File: src/rtl/mask_rng_pkg.sv
// Shared definitions for the masked-ALU randomness source.
// Holds the fill/ready state encoding, the LFSR feedback polynomial, the
// default reset seed and the single-step LFSR function used both by the
// LFSR register and by the buffer write path.
package mask_rng_pkg;

    localparam int          LFSR_W             = 32;
    // Right-shift Galois form of x^32 + x^22 + x^2 + x + 1
    localparam logic [31:0] LFSR_POLY          = 32'h80200003;
    localparam logic [31:0] DEFAULT_RESET_SEED = 32'h6A09E667;

    typedef enum logic {
        FILL  = 1'b0,
        READY = 1'b1
    } rng_state_t;

    // One Galois step: shift right, fold the polynomial in when a one falls out.
    // A nonzero state can never step to zero, so only loads need repairing.
    function automatic logic [31:0] lfsr_next(input logic [31:0] cur);
        return cur[0] ? ((cur >> 1) ^ LFSR_POLY) : (cur >> 1);
    endfunction

endpackage

File: src/rtl/mask_rng_lfsr.sv
// LFSR state register for the mask randomness source.
// Ports:
//   g_clk       clock, rising edge
//   g_resetn    asynchronous active-low reset, returns the state to RESET_SEED
//   step        advance the LFSR by one Galois step
//   load        replace the state with load_value (zero is repaired to RESET_SEED)
//   load_value  word to load, normally the current state mixed with a seed
//   value       current LFSR state
module mask_rng_lfsr
    import mask_rng_pkg::*;
#(
    parameter logic [31:0] RESET_SEED = DEFAULT_RESET_SEED
) (
    input  logic        g_clk,
    input  logic        g_resetn,
    input  logic        step,
    input  logic        load,
    input  logic [31:0] load_value,
    output logic [31:0] value
);

    // A zero state would lock the LFSR at zero forever, so a load that would
    // produce zero falls back to the reset seed instead.
    always_ff @(posedge g_clk or negedge g_resetn) begin
        if (!g_resetn) begin
            value <= RESET_SEED;
        end else if (load) begin
            value <= (load_value == 32'h0) ? RESET_SEED : load_value;
        end else if (step) begin
            value <= lfsr_next(value);
        end
    end

endmodule

File: src/rtl/mask_rng_source.sv
// Randomness source feeding the masked bitwise/boolean ALU.
// Keeps a Galois LFSR and a buffer of NWORDS mask words presented on z0..z5.
// The buffer is refilled one word per cycle after reset, prng_update, a seed
// injection or a flush; rng_ready marks a complete fresh set.
// Optional feature: define MASK_RNG_BYPASS_EN to add dbg_zero_masks, which
// forces z0..z5 to zero without disturbing the LFSR, buffer or rng_ready.
// Ports:
//   g_clk          clock, rising edge
//   g_resetn       asynchronous active-low reset
//   dbg_zero_masks (MASK_RNG_BYPASS_EN only) force the mask outputs to zero
//   flush          abandon current masks and restart the fill, LFSR kept
//   prng_update    masks consumed, request a full refill
//   seed_valid     seed word offered
//   seed           entropy word xor-ed into the LFSR
//   seed_ready     seed taken when seed_valid && seed_ready
//   rng_ready      z0..z5 hold a complete fresh set
//   z0..z5         mask words buffer[0]..buffer[5]
module mask_rng_source
    import mask_rng_pkg::*;
#(
    parameter int          XLEN       = LFSR_W,
    parameter int          NWORDS     = 6,
    parameter logic [31:0] RESET_SEED = DEFAULT_RESET_SEED
) (
    input  logic            g_clk,
    input  logic            g_resetn,
`ifdef MASK_RNG_BYPASS_EN
    input  logic            dbg_zero_masks,
`endif
    input  logic            flush,
    input  logic            prng_update,
    input  logic            seed_valid,
    input  logic [XLEN-1:0] seed,
    output logic            seed_ready,
    output logic            rng_ready,
    output logic [XLEN-1:0] z0,
    output logic [XLEN-1:0] z1,
    output logic [XLEN-1:0] z2,
    output logic [XLEN-1:0] z3,
    output logic [XLEN-1:0] z4,
    output logic [XLEN-1:0] z5
);

    localparam int              CNT_W    = $clog2(NWORDS);
    localparam logic [CNT_W-1:0] LAST_IDX = CNT_W'(NWORDS - 1);

    rng_state_t       state;
    rng_state_t       state_next;
    logic [CNT_W-1:0] fill_cnt;
    logic [XLEN-1:0]  buffer [NWORDS];
    logic [XLEN-1:0]  lfsr_value;
    logic [XLEN-1:0]  lfsr_nxt;
    logic             lfsr_step;
    logic             lfsr_load;
    logic             buf_we;
    logic             cnt_clr;
    logic             cnt_inc;
    logic             force_zero;

    mask_rng_lfsr #(
        .RESET_SEED (RESET_SEED)
    ) u_lfsr (
        .g_clk      (g_clk),
        .g_resetn   (g_resetn),
        .step       (lfsr_step),
        .load       (lfsr_load),
        .load_value (lfsr_value ^ seed),
        .value      (lfsr_value)
    );

    // The buffer captures the same value the LFSR steps to, so after a fill
    // z5 always equals the LFSR state.
    assign lfsr_nxt = lfsr_next(lfsr_value);

    always_ff @(posedge g_clk or negedge g_resetn) begin
        if (!g_resetn) begin
            state <= FILL;
        end else begin
            state <= state_next;
        end
    end

    // Flush overrides everything and does not step the LFSR, so the sequence
    // resumes without skipping or repeating. A seed beats prng_update; both
    // lead to the same single refill.
    always_comb begin
        state_next = state;
        lfsr_step  = 1'b0;
        lfsr_load  = 1'b0;
        buf_we     = 1'b0;
        cnt_clr    = 1'b0;
        cnt_inc    = 1'b0;
        if (flush) begin
            state_next = FILL;
            cnt_clr    = 1'b1;
        end else begin
            case (state)
                FILL: begin
                    lfsr_step = 1'b1;
                    buf_we    = 1'b1;
                    if (fill_cnt == LAST_IDX) begin
                        state_next = READY;
                        cnt_clr    = 1'b1;
                    end else begin
                        cnt_inc = 1'b1;
                    end
                end
                READY: begin
                    if (seed_valid) begin
                        lfsr_load  = 1'b1;
                        state_next = FILL;
                        cnt_clr    = 1'b1;
                    end else if (prng_update) begin
                        state_next = FILL;
                        cnt_clr    = 1'b1;
                    end
                end
                default: begin
                    state_next = FILL;
                    cnt_clr    = 1'b1;
                end
            endcase
        end
    end

    // Words not yet rewritten during a refill deliberately keep their old value.
    always_ff @(posedge g_clk or negedge g_resetn) begin
        if (!g_resetn) begin
            fill_cnt <= '0;
            for (int i = 0; i < NWORDS; i++) begin
                buffer[i] <= '0;
            end
        end else begin
            if (buf_we) begin
                buffer[fill_cnt] <= lfsr_nxt;
            end
            if (cnt_clr) begin
                fill_cnt <= '0;
            end else if (cnt_inc) begin
                fill_cnt <= fill_cnt + 1'b1;
            end
        end
    end

    // seed_ready drops while flush is high so the handshake never reports a
    // seed that the flush priority would discard.
    assign rng_ready  = (state == READY);
    assign seed_ready = (state == READY) && !flush;

`ifdef MASK_RNG_BYPASS_EN
    assign force_zero = dbg_zero_masks;
`else
    assign force_zero = 1'b0;
`endif

    assign z0 = force_zero ? '0 : buffer[0];
    assign z1 = force_zero ? '0 : buffer[1];
    assign z2 = force_zero ? '0 : buffer[2];
    assign z3 = force_zero ? '0 : buffer[3];
    assign z4 = force_zero ? '0 : buffer[4];
    assign z5 = force_zero ? '0 : buffer[5];

endmodule

File: config.mk
export PLATFORM = sky130hd
export DESIGN_NAME = mask_rng_source
export DESIGN_NICKNAME = d
export VERILOG_FILES = /design/src/rtl/mask_rng_pkg.sv /design/src/rtl/mask_rng_lfsr.sv /design/src/rtl/mask_rng_source.sv
export SDC_FILE = /design/constraint.sdc
export NUM_CORES = 1
export LEC_CHECK = 0
export CELL_PAD_IN_SITES_DETAIL_PLACEMENT = 0
export CELL_PAD_IN_SITES_GLOBAL_PLACEMENT = 2
export CORE_ASPECT_RATIO = 1.1
export CORE_UTILIZATION = 31
export DETAILED_ROUTE_END_ITERATION = 16
export GPL_TIMING_DRIVEN = 1
export HOLD_SLACK_MARGIN = 0.05
export MAX_ROUTING_LAYER = met4
export PLACE_DENSITY_LB_ADDON = 0.3
export REMOVE_ABC_BUFFERS = 1
export SLEW_MARGIN = 20
export SYNTH_ARGS = -nofsm -noshare
export SYNTH_HDL_FRONTEND = slang
export SYNTH_SLANG_ARGS = --single-unit
File: constraint.sdc
create_clock -name g_clk -period 2.1 [get_ports g_clk]
set_input_delay 0.315 -clock g_clk [delete_from_list [all_inputs] [get_ports g_clk]]
set_output_delay 0.315 -clock g_clk [all_outputs]
set_load 0.02 [all_outputs]
==> results summary <==
The flow ran to the end, and the final reports show no timing, DRC or antenna violations. The post-synthesis sequential element count is 228. The worst-margin pin slew is 742 ps.

For the worst setup path, the data arrival time is 1590 ps. The horizontal die dimension came out at 167 microns. Dividing total power by cell area gives a power density of 1290 nW/um^2.

The fraction of the mapped netlist area in compound gates came out at between 10% and 20%. The worst register-to-register path has a setup slack of 220 ps. For the worst setup path, the data required time is 1780 ps. The number of pins with negative max-slew slack in the final report is 0. The total number of vias is 6981. The average instance in the mapped netlist occupies roughly 11 sq um. The number of enable-type register cells in the synthesized netlist is 0. The clock period could shrink to 1900 ps. TritonCTS built the clock tree. The number of antenna violations at the first check in global routing is 4. The global-route wire length before repair came out at 42.9 mm. The arithmetic-cell share of the synthesized area counting full adders, half adders and majority gates is less than 1%.

The final layout contains routed wiring with a total length of 27.6 mm. The combinational family with the most area after synthesis is multiplexers. The die covers 30800 sq um. For this configuration, the core starts out at a cell density of 31.5%.

In this run, CTS created clock tree buffers numbering 26. The analysis attributes to cell leakage a power of 5.75 nW. In the layout the commonest cells are clkdlybuf4s50_1 (228), dfrtp_1 (212), nand2_1 (154). The total buffers and inverters traversed by the critical path came out at 1. The endpoint identified for the worst register-to-register timing path is u_lfsr.value[1]. The wire-length estimate of the detail-placed layout is 19.0 mm. The kind of launch point of the worst setup path is a flip-flop.

The worst vdd rail ir drop came out at between 0.6 and 0.7 mV. Of the cells placed in the final design, the portion with a size suffix greater than 1 is 18.5%. Entering global routing, the biggest net connects 59 pins. The iteration-0 DRC count of the detailed router is between 300 and 400.

In the global route stage, overall resource usage came out at 18.7%. The via count of the first global-routing pass came out at ~7.1k. The multiplexer fraction of the synthesized cell area is 12.0%. The post-route clock skew is 17.0 ps. The final estimated routing congestion in global placement is ~0.74. The tightest min-delay check is of the input pin to asynchronous set/reset pin type. The synthesis-to-layout area growth came out at 41.4%.

Walking the worst path, the cells encountered are clkdlybuf4s50_1. The cell with the biggest individual delay on the critical path is clkdlybuf4s50_1. For the worst flop-to-flop path, the logic depth is 6. Among all flip-flop cells after synthesis, the most frequent one is dfrtp_1. The count of non-filler cells in the finished layout is 1452. Among cell families on the critical path, the largest total delay comes from buffers and inverters. The most common library cell in the layout ignoring fill and taps is clkdlybuf4s50_1. Clock-pin slew was measured on the worst setup and hold paths at approximately 60 ps. The remaining max-slew budget at the tightest pin came out at 50.2%. The share of synthesized flip-flops with an asynchronous set or reset is 100%.

The number of library cell types mapped by synthesis is 31. The number of setup violations in the final report is 0. The category of the most critical setup path is flip-flop to primary output. The detailed-route vias per instance came out at 4.81. The maximum clock rate is between 500 and 600 MHz.

In this run the worst path has a maximum fanout of 5. The height of the die came out at 184 microns. Pin placement for this block handled 231 I/O pins. In this design, the stage delay of the slowest critical-path cell is 650 ps.

The proportion of synthesized chip area in sequential cells came out at 61.4%. The number of routed nets with antenna violations came out at 0. The final-report hold violation count came to 0. The wire length per cell after detailed routing came out at 19.0 microns. The post-synthesis cell count is approximately 820.

The clock root buffer master is clkbuf_16. The area of the core region is 29600 sq um. The worst path uses 90.6% of the clock period. The clock latency on the worst-skew pair came out at about 530 ps. The number of warnings reported in the yosys synthesis log is 0.

The count of input and output buffers came out at 230. The total overflow left after global routing is 0. The longest clock path from root to sink contains 3 buffers. The final setup slack of the worst path is around 200 ps. Summing the areas of all and, or, nand and nor instances in the mapped netlist gives 8.17% of the synthesized area. Setup repair after global routing left no endpoint under its margin. The kind of end point of the critical path is a primary output. The mapped netlist covers slightly above 9000 sq um. In this run the critical register-to-register path is launched from u_lfsr.value[14]. Timing analysis after detailed placement gives a worst setup slack of -83.5 ps. The number of cells after detailed placement is 1404. The xor/xnor cell area share of the yosys netlist came out at under 10%. For this run, design rule violations remaining after detail routing come to 0.

The number of core rows came out at 66. The number of levels the H-tree was split into is 1. The first detailed-routing pass took 5 iterations. The clock sink count came out at approximately 230. The number of nets in the finished design came out at 1098. Across the run, the number of max-cap violations was 0.
-- flip-flops by register name, indices dropped and copies added (netlist names) --
name	cells
fill_cnt	3
rng_ready	1
u_lfsr.value	32
z0	32
z1	32
z2	32
z3	32
z4	32
z5	32
-- cells by family after synthesis --
group,Yosys count
compound gates,194
mux,99
xor+xnor,36
flops,228
buf+inv,75
simple gates,185
fa+ha+maj,2
-- layer usage --
layer	wire length [microns]	vias up	GRT usage, %
met5	0	-	-
met4	406	0	4.55
met3	1370	28	3.57
met2	13400	186	30.3
met1	12400	3463	24.1
li1	-	3304	-
-- area by class of cell --
type	count	area [sq um]
inverters	18	67.6
clock buffers	38	797
well taps	374	468
fillers	2838	16400
flip-flops and latches	228	5730
multi-input cells	516	3300
diodes	4	10.0
clock inverters	5	52.6
repair buffers	269	2760
-- power by group --
part	switching [mW]	internal (mW)
sequential	0.838	5.70
clock	1.79	2.72
combinational	3.09	2.88
total	5.72	11.3
-- cells in the mapped netlist, types with 3 or more instances --
cell type	instances	share of area, %
inv_1	18	0.72
nand3_1	3	0.16
buf_2	8	0.43
nor2b_1	3	0.20
clkbuf_1	41	1.7
buf_6	4	0.48
xnor2_1	35	3.3
a32oi_1	15	1.4
dfstp_2	16	4.5
dfrtp_1	212	57
o22ai_1	15	1.0
a21oi_1	33	1.8
nor2_1	8	0.32
nand2_1	156	6.3
buf_1	4	0.16
nand4_1	8	0.54
mux2_2	97	12
o21ai_0	127	6.8
-- how the worst max path moves through the flow --
stage                       end  slack [ps]  cells after the start              from
3_3_place_gp    u_lfsr.value[1]         -80                      7          seed[14]
3_5_place_dp    u_lfsr.value[1]         -80                      7          seed[14]
6_report              rng_ready         200                      1         rng_ready
5_1_grt        u_lfsr.value[15]          70                      6  u_lfsr.value[14]
4_1_cts               rng_ready         170                      1         rng_ready
2_1_floorplan            z2[12]        -830                      3         rng_ready
-- what timing repair did --
item | CTS | global route
setup buffers | 0 | 0
hold buffers | 1 | 0
endpoints found under the hold margin | 44 | 0
setup endpoints to repair | 1 | 0
gates resized for setup | 1 | 0
-- through the flow --
stage                     instance area [sq um]  util, %  power, mW  hold slack (ps)  TNS [ps]
after floorplan                            9070        -       9.33             19.4   -136180
after global routing                      13200     44.6       18.0              317         0
after detailed placement                  12300     41.6       12.7              299     -2720
after global placement                    12300     41.6       12.6              295     -2360
final                                     13200     44.6       17.0              287         0
after CTS                                 13200     44.6       17.3              321         0
No activity file was read; power rests on OpenSTA's default activity.
